--- src/rtl/conv_pkg.sv ---
// rtl/conv_pkg.sv - shared constants, tx state encoding and frame packing helper for the CONV input path
package conv_pkg;

    localparam int CONV_DW    = 3;
    localparam int CONV_TAPS  = 4;
    localparam int CONV_OUT_W = 8;
    localparam int CONV_FRM_W = CONV_DW * CONV_TAPS;

    typedef enum logic [1:0] {
        TX_IDLE,
        TX_SEND,
        TX_GAP
    } tx_state_t;

    // Element k lives at bits [k*CONV_DW +: CONV_DW]; element 0 goes out first.
    function automatic logic [CONV_FRM_W-1:0] conv_pack_elem(
        input logic [CONV_FRM_W-1:0] frame,
        input int unsigned           k,
        input logic [CONV_DW-1:0]    elem
    );
        logic [CONV_FRM_W-1:0] f;
        f = frame;
        f[k*CONV_DW +: CONV_DW] = elem;
        return f;
    endfunction

endpackage

--- src/rtl/conv_frame_tx_if.sv ---
// rtl/conv_frame_tx_if.sv - frame handshake and burst bus between the upstream source and conv_frame_tx
interface conv_frame_tx_if import conv_pkg::*; #(
    parameter int DW   = CONV_DW,
    parameter int TAPS = CONV_TAPS
) ();

    logic                 frm_valid;
    logic                 frm_ready;
    logic [DW*TAPS-1:0]   frm_h;
    logic [DW*TAPS-1:0]   frm_x;
    logic                 in_valid;
    logic [DW-1:0]        in_data1;
    logic [DW-1:0]        in_data2;

    modport master (
        output frm_valid, frm_h, frm_x,
        input  frm_ready, in_valid, in_data1, in_data2
    );

    modport slave (
        input  frm_valid, frm_h, frm_x,
        output frm_ready, in_valid, in_data1, in_data2
    );

endinterface

--- src/rtl/conv_frame_buf.sv ---
// rtl/conv_frame_buf.sv - one-entry holding register that queues the next frame while a burst is in flight
module conv_frame_buf #(
    parameter int W = 24
) (
    input  logic         i_clk,
    input  logic         i_rst_n,
    input  logic         i_push,
    input  logic         i_pop,
    input  logic [W-1:0] i_data,
    output logic [W-1:0] o_data,
    output logic         o_full
);

    logic         r_full;
    logic [W-1:0] r_data;

    // Push only happens while empty and pop only while full, so they never collide.
    always_ff @(posedge i_clk or negedge i_rst_n) begin
        if (!i_rst_n) begin
            r_full <= 1'b0;
            r_data <= '0;
        end else if (i_push) begin
            r_full <= 1'b1;
            r_data <= i_data;
        end else if (i_pop) begin
            r_full <= 1'b0;
        end
    end

    assign o_full = r_full;
    assign o_data = r_data;

endmodule

--- src/rtl/conv_frame_tx.sv ---
// rtl/conv_frame_tx.sv - serialises parallel h/x frames into TAPS-beat bursts separated by a GAP-cycle idle gap
module conv_frame_tx import conv_pkg::*; #(
    parameter int DW   = CONV_DW,
    parameter int TAPS = CONV_TAPS,
    parameter int GAP  = 16
) (
    input  logic                  clk_1,
    input  logic                  rst_n,
    conv_frame_tx_if.slave        bus,
    output logic                  busy,
    output logic [CONV_OUT_W-1:0] frames_sent
);

    localparam int FRM_W  = DW * TAPS;
    localparam int BEAT_W = (TAPS > 1) ? $clog2(TAPS) : 1;
    localparam int GAP_W  = (GAP > 1) ? $clog2(GAP + 1) : 1;

    if (GAP < 1) begin : g_gap_check
        $fatal(1, "conv_frame_tx: GAP must be at least 1");
    end

    tx_state_t             r_state;
    logic [BEAT_W-1:0]     r_beat;
    logic [GAP_W-1:0]      r_gap_cnt;
    logic [FRM_W-1:0]      r_sh_h;
    logic [FRM_W-1:0]      r_sh_x;
    logic                  r_in_valid;
    logic [DW-1:0]         r_in_data1;
    logic [DW-1:0]         r_in_data2;
    logic [CONV_OUT_W-1:0] r_frames_sent;

    logic                  w_buf_full;
    logic [2*FRM_W-1:0]    w_buf_data;
    logic                  w_accept;
    logic                  w_gap_end;
    logic                  w_last_beat;
    logic                  w_load_direct;
    logic                  w_push;
    logic                  w_pop;

    assign w_accept    = bus.frm_valid && !w_buf_full;
    assign w_gap_end   = (r_state == TX_GAP) && (r_gap_cnt == GAP_W'(GAP - 1));
    assign w_last_beat = (r_beat == BEAT_W'(TAPS - 1));
    // A frame arriving on the last gap edge with nothing buffered skips the buffer entirely.
    assign w_load_direct = w_accept && ((r_state == TX_IDLE) || (w_gap_end && !w_buf_full));
    assign w_push        = w_accept && !w_load_direct;
    assign w_pop         = w_gap_end && w_buf_full;

    conv_frame_buf #(
        .W (2 * FRM_W)
    ) u_buf (
        .i_clk   (clk_1),
        .i_rst_n (rst_n),
        .i_push  (w_push),
        .i_pop   (w_pop),
        .i_data  ({bus.frm_h, bus.frm_x}),
        .o_data  (w_buf_data),
        .o_full  (w_buf_full)
    );

    always_ff @(posedge clk_1 or negedge rst_n) begin
        if (!rst_n) begin
            r_state       <= TX_IDLE;
            r_beat        <= '0;
            r_gap_cnt     <= '0;
            r_sh_h        <= '0;
            r_sh_x        <= '0;
            r_in_valid    <= 1'b0;
            r_in_data1    <= '0;
            r_in_data2    <= '0;
            r_frames_sent <= '0;
        end else begin
            case (r_state)
                TX_IDLE: begin
                    r_in_valid <= 1'b0;
                    r_in_data1 <= '0;
                    r_in_data2 <= '0;
                    if (w_load_direct) begin
                        r_sh_h  <= bus.frm_h;
                        r_sh_x  <= bus.frm_x;
                        r_beat  <= '0;
                        r_state <= TX_SEND;
                    end
                end
                TX_SEND: begin
                    r_in_valid <= 1'b1;
                    r_in_data1 <= r_sh_h[DW-1:0];
                    r_in_data2 <= r_sh_x[DW-1:0];
                    r_sh_h     <= r_sh_h >> DW;
                    r_sh_x     <= r_sh_x >> DW;
                    if (w_last_beat) begin
                        r_state       <= TX_GAP;
                        r_gap_cnt     <= '0;
                        r_frames_sent <= r_frames_sent + 1'b1;
                    end else begin
                        r_beat <= r_beat + 1'b1;
                    end
                end
                TX_GAP: begin
                    r_in_valid <= 1'b0;
                    r_in_data1 <= '0;
                    r_in_data2 <= '0;
                    if (w_gap_end) begin
                        r_beat <= '0;
                        if (w_pop) begin
                            r_sh_h  <= w_buf_data[2*FRM_W-1:FRM_W];
                            r_sh_x  <= w_buf_data[FRM_W-1:0];
                            r_state <= TX_SEND;
                        end else if (w_load_direct) begin
                            r_sh_h  <= bus.frm_h;
                            r_sh_x  <= bus.frm_x;
                            r_state <= TX_SEND;
                        end else begin
                            r_state <= TX_IDLE;
                        end
                    end else begin
                        r_gap_cnt <= r_gap_cnt + 1'b1;
                    end
                end
                default: r_state <= TX_IDLE;
            endcase
        end
    end

    assign bus.frm_ready = !w_buf_full;
    assign bus.in_valid  = r_in_valid;
    assign bus.in_data1  = r_in_data1;
    assign bus.in_data2  = r_in_data2;
    assign busy          = (r_state != TX_IDLE) || w_buf_full;
    assign frames_sent   = r_frames_sent;

endmodule

--- src/flat_wrapper.sv ---
// flat-port wrapper written by rule: the top's interface ports become plain ports
module conv_frame_tx_flat import conv_pkg::*;
#(
    parameter int DW   = CONV_DW,
    parameter int TAPS = CONV_TAPS,
    parameter int GAP  = 16
)
  (clk_1, rst_n, busy, frames_sent, bus_frm_valid, bus_frm_h, bus_frm_x, bus_frm_ready, bus_in_valid, bus_in_data1, bus_in_data2);
  conv_frame_tx_if #(.DW(DW), .TAPS(TAPS)) bus_i ();
  input  logic clk_1;
  input  logic rst_n;
  output logic busy;
  output logic [CONV_OUT_W-1:0] frames_sent;
  input wire logic [$bits(bus_i.frm_valid)-1:0] bus_frm_valid;
  input wire logic [$bits(bus_i.frm_h)-1:0] bus_frm_h;
  input wire logic [$bits(bus_i.frm_x)-1:0] bus_frm_x;
  output wire logic [$bits(bus_i.frm_ready)-1:0] bus_frm_ready;
  output wire logic [$bits(bus_i.in_valid)-1:0] bus_in_valid;
  output wire logic [$bits(bus_i.in_data1)-1:0] bus_in_data1;
  output wire logic [$bits(bus_i.in_data2)-1:0] bus_in_data2;
  assign bus_i.frm_valid = bus_frm_valid;
  assign bus_i.frm_h = bus_frm_h;
  assign bus_i.frm_x = bus_frm_x;
  assign bus_frm_ready = bus_i.frm_ready;
  assign bus_in_valid = bus_i.in_valid;
  assign bus_in_data1 = bus_i.in_data1;
  assign bus_in_data2 = bus_i.in_data2;
  conv_frame_tx #(.DW(DW), .TAPS(TAPS), .GAP(GAP)) u_core (.clk_1(clk_1), .rst_n(rst_n), .bus(bus_i), .busy(busy), .frames_sent(frames_sent));
endmodule
--- config.mk ---
export PLATFORM = sky130hd
export DESIGN_NAME = conv_frame_tx_flat
export DESIGN_NICKNAME = d
export VERILOG_FILES = /design/src/rtl/conv_pkg.sv /design/src/rtl/conv_frame_tx_if.sv /design/src/rtl/conv_frame_buf.sv /design/src/rtl/conv_frame_tx.sv /design/src/flat_wrapper.sv
export SDC_FILE = /design/constraint.sdc
export NUM_CORES = 1
export LEC_CHECK = 0
export CAP_MARGIN = 5
export CORE_MARGIN = 1
export CORE_UTILIZATION = 45
export DETAILED_ROUTE_END_ITERATION = 10
export PLACE_DENSITY = 0.69
export SETUP_SLACK_MARGIN = 0.4
export SLEW_MARGIN = 20
export SYNTH_ARGS = -nofsm -noshare
export SYNTH_HDL_FRONTEND = slang
export SYNTH_HIERARCHICAL = 1
export SYNTH_SLANG_ARGS = --single-unit
--- constraint.sdc ---
create_clock -name clk_1 -period 2.1 [get_ports clk_1]
set_clock_uncertainty 0.05 [all_clocks]
set_input_delay 0.21 -clock clk_1 [delete_from_list [all_inputs] [get_ports clk_1]]
set_output_delay 0.21 -clock clk_1 [all_outputs]
set_load 0.1 [all_outputs]
==> results of run 1 <==
==> worst paths after layout <==
kind                                        from                      to  slack, ns  cells after the start
max                          u_core/r_gap_cnt[0]  u_core/u_buf/o_data[1]       0.04                      7
min                                        rst_n  u_core/u_buf/o_data[3]       0.35                      2
max reg2reg                  u_core/r_gap_cnt[0]  u_core/u_buf/o_data[1]       0.04                      7
min reg2reg                u_core/frames_sent[7]   u_core/frames_sent[7]       0.43                      1
max in group asynchronous                  rst_n   u_core/frames_sent[0]       1.09                      3
min in group clk_1         u_core/frames_sent[7]   u_core/frames_sent[7]       0.43                      1
==> sequential cells by signal, indices dropped and copies added (netlist names) <==
register and flops:
u_core/r_sh_x 12, u_core/r_sh_h 12, u_core/bus.in_data1 3, u_core/bus.in_data2 3
u_core/frames_sent 8, u_core/r_state 2, u_core/u_buf/o_full 1, u_core/u_buf/o_data 24
u_core/r_beat 2, u_core/r_gap_cnt 5, u_core/bus.in_valid 1
==> kinds of logic (layout without fill, tap and decap cells) <==
| family | Yosys count | in the layout | share of synthesized area (%) |
|---|---|---|---|
| simple gates | 61 | 61 | 9.206 |
| xor+xnor | 7 | 7 | 1.769 |
| fa+ha+maj | 9 | 9 | 3.249 |
| compound gates | 76 | 77 | 18.02 |
| mux | 27 | 27 | 10.79 |
| buf+inv | 23 | 92 | 4.260 |
| flops | 73 | 73 | 52.71 |
==> what timing repair did <==
| action | CTS | global route |
|---|---|---|
| setup endpoints to repair | 60 | 66 |
| hold buffers | 1 | 0 |
| buffers inserted | 3 | 3 |
| pin swaps | 7 | 11 |
| hold endpoints to repair | 22 | 0 |
| gates resized for setup | 17 | 33 |
| gates cloned | 1 | 0 |
==> cells in the mapped netlist (all sizes together), types with 3 or more instances <==
library cell / instances / area (um^2)
nand2: 23 / 86.33
nor2b: 4 / 25.02
a21oi: 4 / 20.02
and3: 5 / 31.28
ha: 9 / 112.6
mux2: 26 / 364.1
inv: 6 / 22.52
and2: 8 / 50.05
o21ai: 14 / 70.07
xnor2: 5 / 43.79
a222oi: 17 / 170.2
or2: 3 / 18.77
clkbuf: 6 / 22.52
buf: 11 / 102.6
nor2: 3 / 11.26
o2bb2ai: 17 / 148.9
a221o: 6 / 60.06
a21o: 4 / 30.03
nand3: 4 / 20.02
a22o: 5 / 43.79
dfrtp: 73 / 1827
nand2b: 3 / 18.77
==> stage by stage <==
stage,TNS [ns],hold slack (ns),instance area (um^2)
6_report,0,0.3491,4594
5_1_grt,-0.2178,0.3933,4594
4_1_cts,0,0.3517,4388
3_5_place_dp,-2.217,0.1910,4114
3_3_place_gp,-0.5718,0.1927,4114
2_1_floorplan,-0.05628,-0.1356,3527
==> worst register-to-register path, cell delays in order, from the launching register on <==
cell and delay (ns):
dfrtp_1 0.38, ha_2 0.19, and3_4 0.18, ha_4 0.19, a21oi_2 0.18, nor2b_4 0.22, buf_12 0.20, mux2_2 0.36
==> report_power, final <==
group          internal [mW]  leakage, nW  switching [mW]
Combinational           1.34        0.977            1.64
Clock                  0.483       0.0882           0.491
Sequential              1.90        0.954           0.340
==> routing by layer <==
metal / share of wire, % / track usage, %
met1: 47 / 27.62
met3: 3.8 / 4.907
met5: 0 / 0
met4: 1.5 / 9.973
met2: 47 / 29.62
==> layout make-up <==
class / instances / area [um^2] / area share [%]
clock buffer: 12 / 155.1 / 3.377
clock inverter: 3 / 17.52 / 0.3813
inverter: 6 / 26.28 / 0.5719
sequential: 73 / 1832 / 39.87
timing repair buffer: 71 / 691.9 / 15.06
tap: 99 / 123.9 / 2.696
multi-input combinational: 181 / 1748 / 38.04
==> out/results.ini, run 1 <==
[clocking]
root_buffer=clkbuf_8
cts_tree=built
clockBufferDepth=2
htreeDepth=3
numCtsBuffers=9
cts_sinks=73
insertion_delay_ns=0.35
clk_pin_slew_ns=0.07

[timing]
max_freq_ghz=0.4856
fin_ws_ns=0.04055
hold_viol_final=0
setup_violations=0
finalMaxSlewViolations=0
post-route-period-util_pct=98.07
worstMarginPinSlew_ns=0.5928
rsz0062_at_grt=yes
maxSlewHeadroom_pct=60.48
final.min_clock_period_ns=2.059

[finish]
drive_gt1_share_pct=38.44
areaGrowthSynthToFinish_pct=32.56
antenna_cells=0
finalNetCount=378
utilization_pct=62.67
mostFrequentLayoutCell=dfrtp_1
fin_cells=445
final_cell_mix=69 x dfrtp_1, 32 x buf_4, 25 x clkdlybuf4s50_1, 22 x nand2_1, 19 x mux2_4
fill_cells=546

[grt]
grt_pass1_wl_um=12620
grt_pass1_vias=2489
grt_use_total_pct=20.08
grt_antenna_before_repair=0
grt_max_degree=28
grt_overflow=0

[synthesis]
yosysWarnings=6
synth_edf_count=0
synth-seq-area-share_pct=52.71
synth_area_um2=3466
synthArstFlopShare_pct=100.0
synth_cell_types=44
ys.flop_type=dfrtp_1
synth_nets=312
synth-seq-cells=73
syn-instance-count=276
avgSynthCellArea_um2=12.56

[place]
pre_cts_ws_ns=-0.1658
port-buffer-count=43
place.gp.congestion=0.7936
place_inst=422
dpl.hpwl_um=5007

[drt]
wirelength_um=7695
vias=2515
ant_nets=0
detail_route.wl_per_cell_um=17.29
first_iter_violations=219
viasPerCell=5.652
first_pass_iters=5
drc=0

[critical_path]
required_ns=2.28
critical_path.top_delay_family=simple AND/OR/NAND/NOR gates
path_max_fanout=18
worstPathCellList=ha_2, and3_4, ha_4, a21oi_2, nor2b_4, buf_12, mux2_2
cp-end-kind=register
slowest_delay_ns=0.38
critical_path_class=register to register
critPathBufInv=1
slowest_stage=dfrtp_1
worstPathArrival_ns=2.24
worst_setup_path_start_kind=register

[power_and_ir_drop]
ir_worst_vdd_uv=647.9
power.density_nw_per_um2=1348
finalPower_mw=6.194
power_leakage_nw=2.019

[floorplanning]
pin_count=44
die_y_um=89.76
die_x_um=89.76
start_util_pct=47.28
die_area_um2=8057
rows=31
core_area_um2=7331

[flow_run]
maxCapViolations=0

[min_path]
hp-class=input pin to asynchronous set/reset pin

[outcome]
status=finished, final reports clean

Power figures use the tool's default switching activity.
==> run 2, diff against run 1 <==
SLEW_MARGIN = 10   (was 20)
==> results of run 2 <==
Same layout as run 1: the final DEF is identical, and so are final timing and power.
